## src/rtl/uart_pattern_pkg.sv

```systemverilog
// Shared types and the next-value rule for the UART pattern source and its receive checker.
package uart_pattern_pkg;

   typedef enum logic [2:0] {
      IDLE,
      START,
      WAIT_DONE,
      GAP,
      DONE
   } state_t;

   localparam int unsigned MODE_INC   = 0;
   localparam int unsigned MODE_CONST = 1;
   localparam int unsigned MODE_ROT   = 2;

   // Values are carried in 32 bits and masked to the real data width on return.
   function automatic logic [31:0] next_value(
      input logic [31:0] data,
      input int unsigned mode,
      input logic [31:0] first,
      input logic [31:0] last,
      input logic [31:0] wrap,
      input int unsigned width
   );
      logic [31:0] mask;
      logic [31:0] res;
      mask = (width >= 32) ? '1 : ((32'd1 << width) - 32'd1);
      res  = '0;
      case (mode)
         MODE_CONST: res = first;
         MODE_ROT:   res = (data << 1) | ((data & mask) >> (width - 1));
         default:    res = (data >= last) ? wrap : (data + 32'd1);
      endcase
      return res & mask;
   endfunction

endpackage

```

## src/rtl/uart_pattern_checker.sv

```systemverilog
// Receive-side checker: tracks the expected pattern and counts received bytes and mismatches.
module uart_pattern_checker
   import uart_pattern_pkg::*;
#(
   parameter int unsigned          DATA_W    = 8,
   parameter logic [DATA_W-1:0]    FIRST_VAL = DATA_W'(8'hC2),
   parameter logic [DATA_W-1:0]    LAST_VAL  = DATA_W'(8'hC4),
   parameter logic [DATA_W-1:0]    WRAP_VAL  = DATA_W'(8'h00),
   parameter int unsigned          MODE      = 0
) (
   input  logic              i_clk,
   input  logic              i_reset_n,
   input  logic              i_seed,
   input  logic              i_rx_valid,
   input  logic [DATA_W-1:0] i_rx_byte,
   output logic [15:0]       o_rx_cnt,
   output logic [15:0]       o_err_cnt
);

   logic [DATA_W-1:0] r_exp;
   logic [15:0]       r_rx_cnt;
   logic [15:0]       r_err_cnt;
   logic              w_match;
   logic [DATA_W-1:0] w_next_exp;
   logic [DATA_W-1:0] w_next_rx;

   assign w_match    = (i_rx_byte == r_exp);
   assign w_next_exp = DATA_W'(next_value(32'(r_exp), MODE, 32'(FIRST_VAL),
                                          32'(LAST_VAL), 32'(WRAP_VAL), DATA_W));
   assign w_next_rx  = DATA_W'(next_value(32'(i_rx_byte), MODE, 32'(FIRST_VAL),
                                          32'(LAST_VAL), 32'(WRAP_VAL), DATA_W));

   always_ff @(posedge i_clk or negedge i_reset_n) begin
      if (!i_reset_n) begin
         r_exp     <= FIRST_VAL;
         r_rx_cnt  <= '0;
         r_err_cnt <= '0;
      end else begin
         if (i_rx_valid) begin
            r_rx_cnt <= r_rx_cnt + 16'd1;
            if (!w_match && (r_err_cnt != '1)) begin
               r_err_cnt <= r_err_cnt + 16'd1;
            end
         end
         // A new burst restarts the sequence, overriding any late byte of the previous one.
         if (i_seed) begin
            r_exp <= FIRST_VAL;
         end else if (i_rx_valid) begin
            r_exp <= w_match ? w_next_exp : w_next_rx;
         end
      end
   end

   assign o_rx_cnt  = r_rx_cnt;
   assign o_err_cnt = r_err_cnt;

endmodule

```

## src/rtl/uart_pattern_source.sv

```systemverilog
// Programmable byte-pattern source for a uart_tx start/done handshake with burst and stall handling.
// Define UART_PATTERN_CHECK_EN to build in the receive-side pattern checker.
module uart_pattern_source
   import uart_pattern_pkg::*;
#(
   parameter int unsigned          DATA_W         = 8,
   parameter logic [DATA_W-1:0]    FIRST_VAL      = DATA_W'(8'hC2),
   parameter logic [DATA_W-1:0]    LAST_VAL       = DATA_W'(8'hC4),
   parameter logic [DATA_W-1:0]    WRAP_VAL       = DATA_W'(8'h00),
   parameter int unsigned          MODE           = 0,
   parameter int unsigned          GAP_CYCLES     = 31,
   parameter int unsigned          TIMEOUT_CYCLES = 4096
) (
   input  logic              i_clk,
   input  logic              i_reset_n,
   input  logic              i_enable,
   input  logic [15:0]       i_burst_len,
   output logic              o_start,
   output logic [DATA_W-1:0] o_data,
   input  logic              i_done,
   output logic              o_tdo,
   output logic [15:0]       o_byte_cnt,
   output logic              o_burst_done,
   output logic              o_timeout,
   input  logic              i_rx_valid,
   input  logic [DATA_W-1:0] i_rx_byte,
   output logic [15:0]       o_rx_cnt,
   output logic [15:0]       o_err_cnt
);

   localparam int unsigned GAP_W = (GAP_CYCLES < 2) ? 1 : $clog2(GAP_CYCLES + 1);
   localparam int unsigned TO_W  = (TIMEOUT_CYCLES < 2) ? 1 : $clog2(TIMEOUT_CYCLES);

   state_t            r_state;
   state_t            w_state_nxt;
   logic [DATA_W-1:0] r_data;
   logic [15:0]       r_byte_cnt;
   logic              r_tdo;
   logic              r_timeout;
   logic [GAP_W-1:0]  r_gap_cnt;
   logic [TO_W-1:0]   r_to_cnt;

   logic              w_load;
   logic              w_adv;
   logic              w_to_set;
   logic              w_start;
   logic              w_burst_done;
   logic              w_gap_hit;
   logic              w_to_hit;
   logic [15:0]       w_cnt_inc;
   logic [DATA_W-1:0] w_data_nxt;

   assign w_gap_hit  = (r_gap_cnt == GAP_W'(GAP_CYCLES));
   assign w_to_hit   = (r_to_cnt == TO_W'(TIMEOUT_CYCLES - 1));
   assign w_cnt_inc  = r_byte_cnt + 16'd1;
   assign w_data_nxt = DATA_W'(next_value(32'(r_data), MODE, 32'(FIRST_VAL),
                                          32'(LAST_VAL), 32'(WRAP_VAL), DATA_W));

   always_ff @(posedge i_clk or negedge i_reset_n) begin
      if (!i_reset_n) begin
         r_state <= IDLE;
      end else begin
         r_state <= w_state_nxt;
      end
   end

   always_comb begin
      w_state_nxt  = r_state;
      w_load       = 1'b0;
      w_adv        = 1'b0;
      w_to_set     = 1'b0;
      w_start      = 1'b0;
      w_burst_done = 1'b0;
      case (r_state)
         IDLE: begin
            if (i_enable) begin
               w_load      = 1'b1;
               w_state_nxt = START;
            end
         end
         START: begin
            w_start     = 1'b1;
            w_state_nxt = WAIT_DONE;
         end
         WAIT_DONE: begin
            if (i_done) begin
               w_adv = 1'b1;
               if ((i_burst_len != '0) && (w_cnt_inc == i_burst_len)) begin
                  w_state_nxt = DONE;
               end else begin
                  w_state_nxt = GAP;
               end
            end else if (w_to_hit) begin
               w_to_set    = 1'b1;
               w_state_nxt = IDLE;
            end
         end
         GAP: begin
            if (w_gap_hit) begin
               w_state_nxt = i_enable ? START : IDLE;
            end
         end
         DONE: begin
            w_burst_done = 1'b1;
            if (!i_enable) begin
               w_state_nxt = IDLE;
            end
         end
         default: w_state_nxt = IDLE;
      endcase
   end

   // Gap counter spans GAP_CYCLES+1 cycles in GAP; timeout counter spans TIMEOUT_CYCLES in WAIT_DONE.
   always_ff @(posedge i_clk or negedge i_reset_n) begin
      if (!i_reset_n) begin
         r_data     <= FIRST_VAL;
         r_byte_cnt <= '0;
         r_tdo      <= 1'b1;
         r_timeout  <= 1'b0;
         r_gap_cnt  <= '0;
         r_to_cnt   <= '0;
      end else begin
         if (w_load) begin
            r_data     <= FIRST_VAL;
            r_byte_cnt <= '0;
            r_timeout  <= 1'b0;
         end else if (w_adv) begin
            r_data     <= w_data_nxt;
            r_byte_cnt <= w_cnt_inc;
            r_tdo      <= ~r_tdo;
         end
         if (w_to_set) begin
            r_timeout <= 1'b1;
         end
         if ((r_state == GAP) && !w_gap_hit) begin
            r_gap_cnt <= r_gap_cnt + GAP_W'(1);
         end else begin
            r_gap_cnt <= '0;
         end
         if ((r_state == WAIT_DONE) && !i_done && !w_to_hit) begin
            r_to_cnt <= r_to_cnt + TO_W'(1);
         end else begin
            r_to_cnt <= '0;
         end
      end
   end

   assign o_start      = w_start;
   assign o_data       = r_data;
   assign o_tdo        = r_tdo;
   assign o_byte_cnt   = r_byte_cnt;
   assign o_burst_done = w_burst_done;
   assign o_timeout    = r_timeout;

`ifdef UART_PATTERN_CHECK_EN
   uart_pattern_checker #(
      .DATA_W   (DATA_W),
      .FIRST_VAL(FIRST_VAL),
      .LAST_VAL (LAST_VAL),
      .WRAP_VAL (WRAP_VAL),
      .MODE     (MODE)
   ) u_checker (
      .i_clk     (i_clk),
      .i_reset_n (i_reset_n),
      .i_seed    (w_load),
      .i_rx_valid(i_rx_valid),
      .i_rx_byte (i_rx_byte),
      .o_rx_cnt  (o_rx_cnt),
      .o_err_cnt (o_err_cnt)
   );
`else
   logic w_unused;
   assign w_unused  = &{1'b0, i_rx_valid, i_rx_byte};
   assign o_rx_cnt  = '0;
   assign o_err_cnt = '0;
`endif

endmodule
```

## config.mk

```make
export PLATFORM = sky130hd
export DESIGN_NAME = uart_pattern_source
export DESIGN_NICKNAME = d
export VERILOG_FILES = /design/src/rtl/uart_pattern_pkg.sv /design/src/rtl/uart_pattern_checker.sv /design/src/rtl/uart_pattern_source.sv
export SDC_FILE = /design/constraint.sdc
export NUM_CORES = 1
export LEC_CHECK = 0
export CORE_MARGIN = 2
export CORE_UTILIZATION = 40
export DETAILED_ROUTE_END_ITERATION = 8
export DONT_BUFFER_PORTS = 1
export PLACE_DENSITY = 0.66
export SETUP_SLACK_MARGIN = 0.1
export SLEW_MARGIN = 20
export SYNTH_ARGS = -nofsm -noshare
export SYNTH_HDL_FRONTEND = slang
export SYNTH_SLANG_ARGS = --single-unit
```

## constraint.sdc

```tcl
create_clock -name i_clk -period 3.05 [get_ports i_clk]
set_input_delay 0.305 -clock i_clk [delete_from_list [all_inputs] [get_ports i_clk]]
set_output_delay 0.305 -clock i_clk [all_outputs]
set_load 0.005 [all_outputs]
```

==> flow_metrics.env, run 1 <==
export IMPL_top_usage_layer="met2"
export IMPL_first_iter_violations=127
export IMPL_postLayoutSetupSlackWorst_ns=0.4352
export IMPL_synth_seq_cells=46
export IMPL_io_pins=89
export IMPL_overflow=0
export IMPL_wl_per_cell_um=14.93
export IMPL_grtUsageTotal=0.1611
export IMPL_drv_cap=0
export IMPL_yosysWarnings=0
export IMPL_cts_root_buf="clkbuf_8"
export IMPL_fin_skew_ns=0.009170
export IMPL_clock_sinks=46
export IMPL_crit_path_end_kind="register"
export IMPL_place_congestion=0.8647
export IMPL_via_per_inst=5.358
export IMPL_synth_seq_area_share=0.3815
export IMPL_use_met1=0.2236
export IMPL_drc=0
export IMPL_use_met2=0.2395
export IMPL_status="complete, no violations"
export IMPL_worstPathRequired_ns=3.21
export IMPL_fin_crit_ns=2.615
export IMPL_initial_core_util=0.4156
export IMPL_ir_worst_vdd_uv=253.9
export IMPL_critical_path_class="register to register"
export IMPL_start_kind="register"
export IMPL_syn_avg_cell_area_um2=8.809
export IMPL_power_density_nw_per_um2=602.6
export IMPL_crit_fanout=9
export IMPL_slew_viol_final=0
export IMPL_chipHeight_um=91.04
export IMPL_cts_max_level=2
export IMPL_grt_pass1_vias=2092
export IMPL_port_buffers=0
export IMPL_die_x_um=91.04
export IMPL_rsz0062_at_grt="false"
export IMPL_fin_nets=374
export IMPL_tns_ns=0
export IMPL_met3_usage=0.05228
export IMPL_preCtsSetupSlack_ns=0.4397
export IMPL_whs_path_depth=1
export IMPL_synth_ff_type="dfrtp_1"
export IMPL_cts_repair_resized=0
export IMPL_vias=2352
export IMPL_worstMarginPinSlew_ns=0.7001
export IMPL_reg2reg_depth=7
export IMPL_syn_instance_count=344
export IMPL_cts_tree="yes"
export IMPL_synth_edff_count=0
export IMPL_whs_ns=0.1476
export IMPL_die_area_um2=8288
export IMPL_ant_nets=0
export IMPL_hp_class="input pin to register"
export IMPL_postRouteWirelength_um=6555
export IMPL_finalCritPeriodShare=0.8573
export IMPL_synth_distinct_cells=49
export IMPL_final_hold_viol_count=0
export IMPL_grt_max_degree=47
export IMPL_setup_viol=0
export IMPL_n_antenna_cell=0
export IMPL_path_clk_slew_ns=0.09
export IMPL_slew_headroom=0.5332
export IMPL_dp_hpwl_um=4692
export IMPL_r2r_setup_slack_ns=0.44
export IMPL_rows=31
export IMPL_ys_async_sr_fraction=1.000
export IMPL_area_growth_pct=3.757
export IMPL_p_leak_nw=1.385
export IMPL_grt_pass1_wl_um=10830
export IMPL_numCtsBuffers=5
export IMPL_antenna_found_initial=0
export IMPL_max_freq_mhz=382.4
export IMPL_core_um2=7292
export IMPL_cts_path_max_buffers=2
export IMPL_dr_pass1_iters=4
export IMPL_syn_area_um2=3030
export IMPL_cp_arrival_ns=2.78
export IMPL_clk_latency_ns=0.30
export IMPL_layout_drive_gt1_share=0.06176
cell type report:
type,count,area [um^2]
multi-input combinational,272,1629
clock buffer,5,68.82
clock inverter,3,68.82
tap,99,123.9
inverter,8,30.03
sequential,46,1156
fill,745,4148
timing repair buffer,6,67.56
where the power goes:
group	internal, W	total [W]	leakage [nW]	switching, W
combinational	0.000191	0.000486	0.701	0.000295
sequential	0.000720	0.000868	0.616	0.000149
clock	0.000328	0.000540	0.0683	0.000212
worst paths after layout:
kind	end	startpoint
setup / recovery	r_state[1]	o_byte_cnt[0]
hold / removal	r_state[2]	i_enable
setup reg to reg	r_state[1]	o_byte_cnt[0]
hold reg to reg	r_gap_cnt[0]	r_gap_cnt[0]
max in group asynchronous	o_data[7]	i_reset_n
min in group asynchronous	r_to_cnt[9]	i_reset_n
synthesized netlist by cell type (2+ instances only):
cell,count,area (um^2)
o31ai_1,8,60.06
buf_6,2,22.52
and2_1,6,37.54
nand2b_1,4,25.02
nor2_1,30,112.6
a211oi_1,3,22.52
dfrtp_1,42,1051
o22ai_1,3,18.77
a21oi_1,7,35.03
xor2_1,23,201.4
clkbuf_1,9,33.78
and3_1,13,81.33
a22o_1,4,35.03
dfstp_2,4,105.1
nor3_1,10,50.05
xnor2_1,9,78.83
or3_1,3,18.77
nand3_1,17,85.08
a31oi_1,6,37.54
nand2_1,24,90.09
inv_1,8,30.03
o21ai_0,26,130.1
nand4_1,8,50.05
nor4_1,7,43.79
nand3b_1,2,15.01
buf_2,4,20.02
buf_4,34,255.2
nor3b_1,2,15.01
ha_1,6,75.07
stage by stage:
stage | util | cells | cell area, um^2 | total power, W
final | 0.4312 | 439 | 3144 | 0.001895
after CTS | 0.4312 | 439 | 3144 | 0.001913
after floorplan | - | 375 | 3147 | 0.001259
after detailed placement | 0.4072 | 429 | 2969 | 0.001346
after global placement | 0.4072 | 429 | 2969 | 0.001330
after global routing | 0.4312 | 439 | 3144 | 0.002026
timing repair:
| action | CTS | global route |
|---|---|---|
| endpoints found under the hold margin | 46 | 0 |
| hold buffers | 2 | 0 |
| setup buffers | 0 | 0 |
cells by family (layout without fill, tap and decap cells):
family,count (synthesis),in the layout,synth area share
flops,46,46,0.3815
buf+inv,57,22,0.1193
simple gates,133,133,0.2304
fa+ha+maj,6,6,0.02477
compound gates,68,68,0.1424
other cells,1,32,0.001237
xor+xnor,33,33,0.1003
sequential cells by signal, indices dropped and copies added, names as in the netlist:
| signal | count |
|---|---|
| r_state | 3 |
| r_to_cnt | 12 |
| o_tdo | 1 |
| o_byte_cnt | 16 |
| o_data | 8 |
| o_timeout | 1 |
| r_gap_cnt | 5 |
layout by cell type (no fill, tap or decap), types with 7 or more instances in the layout:
cell type	instances
nand3_1	17
xor2_1	23
nand2_1	24
a21oi_1	7
o21ai_0	26
nor3_1	10
and3_1	13
nor4_1	7
nor2_1	30
conb_1	32
nand4_1	8
xnor2_1	9
inv_1	8
dfrtp_1	42
o31ai_1	8
critical path, stage by stage (launching register included):
cell and delay (ns):
dfrtp_1 0.50, ha_1 0.33, xor3_1 0.36, nor3_1 0.24
o2111ai_1 0.15, or4_4 0.44, nor4_4 0.34, o211ai_1 0.11
layer usage:
metal | vias to the layer above | routed length (um)
met5 | - | 0
met4 | 0 | 64
met3 | 6 | 429
met2 | 63 | 3095
met1 | 1143 | 2965
li1 | 1140 | -
Note: power is estimated with default switching activity, not from simulation.
==> run 2: changes to the inputs <==
--- a/config.mk
+++ b/config.mk
@@ -7,4 +7,6 @@
 export LEC_CHECK = 0
+export CAP_MARGIN = 20
 export CORE_MARGIN = 2
 export CORE_UTILIZATION = 40
+export CTS_CLUSTER_DIAMETER = 80
 export DETAILED_ROUTE_END_ITERATION = 8
==> constraint.sdc (replaced) <==
create_clock -name i_clk -period 3.05 [get_ports i_clk]
set_input_delay 0.61 -clock i_clk [delete_from_list [all_inputs] [get_ports i_clk]]
set_output_delay 0.61 -clock i_clk [all_outputs]
set_load 0.005 [all_outputs]
==> flow_metrics.env, run 2 (synthesized netlist as in run 1, its figures left out) <==
export IMPL_numCtsBuffers=5
export IMPL_cp_arrival_ns=2.80
export IMPL_path_buf_inv=0
export IMPL_slew_headroom=0.4966
export IMPL_path_cells="ha_1 -> xor3_1 -> nor3_1 -> o2111ai_1 -> or4_4 -> nor4_4 -> o211ai_1"
export IMPL_grt_max_degree=43
export IMPL_cts_path_max_buffers=2
export IMPL_antenna_found_initial=0
export IMPL_fin_skew_ns=0.008398
export IMPL_crit_path_end_kind="register"
export IMPL_layout_drive_gt1_share=0.06176
export IMPL_finalCritPeriodShare=0.8657
export IMPL_power_density_nw_per_um2=585.3
export IMPL_overflow=0
export IMPL_reg2reg_depth=7
export IMPL_crit_slowest_cell="dfrtp_1"
export IMPL_critical_path_class="register to register"
export IMPL_n_antenna_cell=0
export IMPL_clk_latency_ns=0.30
export IMPL_core_um2=7292
export IMPL_grt_pass1_wl_um=10840
export IMPL_dr_pass1_iters=4
export IMPL_fin_nets=374
export IMPL_cts_max_level=2
export IMPL_setup_viol=0
export IMPL_crit_family="simple AND/OR/NAND/NOR gates"
export IMPL_slowest_delay_ns=0.48
export IMPL_postRouteWirelength_um=6635
export IMPL_whs_ns=0.1457
export IMPL_io_pins=89
export IMPL_drv_cap=0
export IMPL_cts_tree="yes"
export IMPL_final_hold_viol_count=0
export IMPL_die_x_um=91.04
export IMPL_vias=2365
export IMPL_chipHeight_um=91.04
export IMPL_status="complete, no violations"
export IMPL_start_kind="register"
export IMPL_port_buffers=0
export IMPL_initial_core_util=0.4156
export IMPL_grt_pass1_vias=2237
export IMPL_largest_register_ffs=16
export IMPL_r2r_start="o_byte_cnt[1]"
export IMPL_preCtsSetupSlack_ns=0.4344
export IMPL_hp_class="input pin to asynchronous set/reset pin"
export IMPL_r2r_setup_slack_ns=0.41
export IMPL_worstPathRequired_ns=3.21
export IMPL_postCtsSetupBuffers=0
export IMPL_timing_rr_end="r_state[1]"
export IMPL_place_congestion=0.8570
export IMPL_max_freq_mhz=378.7
export IMPL_rows=31
export IMPL_rsz0062_at_grt="false"
export IMPL_ir_worst_vdd_uv=248.9
export IMPL_fin_crit_ns=2.640
export IMPL_slew_viol_final=0
export IMPL_grtUsageTotal=0.1624
export IMPL_ant_nets=0
export IMPL_path_clk_slew_ns=0.09
export IMPL_drc=0
export IMPL_die_area_um2=8288
export IMPL_worstMarginPinSlew_ns=0.7551
export IMPL_clock_sinks=46
export IMPL_p_leak_nw=1.369
export IMPL_via_per_inst=5.387
export IMPL_final_cell_mix="dfrtp_1 (42), conb_1 (32), nor2_1 (30), o21ai_0 (26), nand2_1 (24)"
export IMPL_postLayoutSetupSlackWorst_ns=0.4096
export IMPL_area_growth_pct=2.766
export IMPL_postLayoutCoreUtil=0.4271
export IMPL_wl_per_cell_um=15.11
export IMPL_crit_fanout=7
export IMPL_dp_hpwl_um=4743
export IMPL_cts_root_buf="clkbuf_8"
export IMPL_n_fill_cell=755
export IMPL_layout_commonest_cell="dfrtp_1"
export IMPL_tns_ns=0
export IMPL_first_iter_violations=163
-- run 2: cell count changes in the layout (fill, tap and decap cells not counted) --
cell,before,now
buf_4,4,5
bufinv_16,2,1
clkbuf_1,0,1
clkinv_4,1,0
clkinvlp_4,0,1
dlygate4sd3_1,1,0
-- run 2: repair_timing --
item,CTS,global route
hold endpoints to repair,42,0
hold buffers,1,0
gates resized for setup,0,0
-- run 2: cell type report --
cell class	count	area, um^2	area share
Multi-Input combinational cell	272	1629	0.5231
Sequential cell	46	1156	0.3712
Tap cell	99	123.9	0.03978
Clock buffer	6	72.57	0.02330
Timing Repair Buffer	6	65.06	0.02089
Clock inverter	2	37.54	0.01205
Inverter	8	30.03	0.009642
-- run 2: per-stage QoR --
step | cells | instance area (um^2) | total power (W)
finish | 439 | 3114 | 0.001823
global route | 439 | 3114 | 0.001944
CTS | 439 | 3114 | 0.001837
detailed placement | 430 | 2977 | 0.001362
global placement | 430 | 2977 | 0.001345
floorplan | 375 | 3147 | 0.001259
-- run 2: how the worst max path moves through the flow --
stage	from	to	slack [ns]	depth (start not counted)
floorplan	o_byte_cnt[0]	r_state[1]	0.74	7
global placement	o_byte_cnt[1]	r_state[1]	0.47	7
detailed placement	o_byte_cnt[1]	r_state[1]	0.43	7
CTS	o_byte_cnt[1]	r_state[1]	0.41	7
global route	o_byte_cnt[1]	r_state[0]	0.30	7
finish	o_byte_cnt[1]	r_state[1]	0.41	7
-- run 2: routing by layer --
layer | part of all wire | track usage | vias up
met3 | 0.071 | 0.04481 | 9
met4 | 0.015 | 0.04672 | 0
met2 | 0.47 | 0.2623 | 77
met1 | 0.44 | 0.2135 | 1133
met5 | 0 | 0 | -
li1 | - | - | 1146
-- run 2: worst reg2reg max path: stages (launching register included) --
cell and delay, ns:
dfrtp_1 0.48, ha_1 0.32, xor3_1 0.34, nor3_1 0.25, o2111ai_1 0.17, or4_4 0.45, nor4_4 0.37, o211ai_1 0.12
-- run 2: where the power goes --
group / internal (W) / leakage [nW] / switching (W)
Clock: 0.000245 / 0.0514 / 0.000211
Combinational: 0.000198 / 0.701 / 0.000310
Sequential: 0.000720 / 0.616 / 0.000139
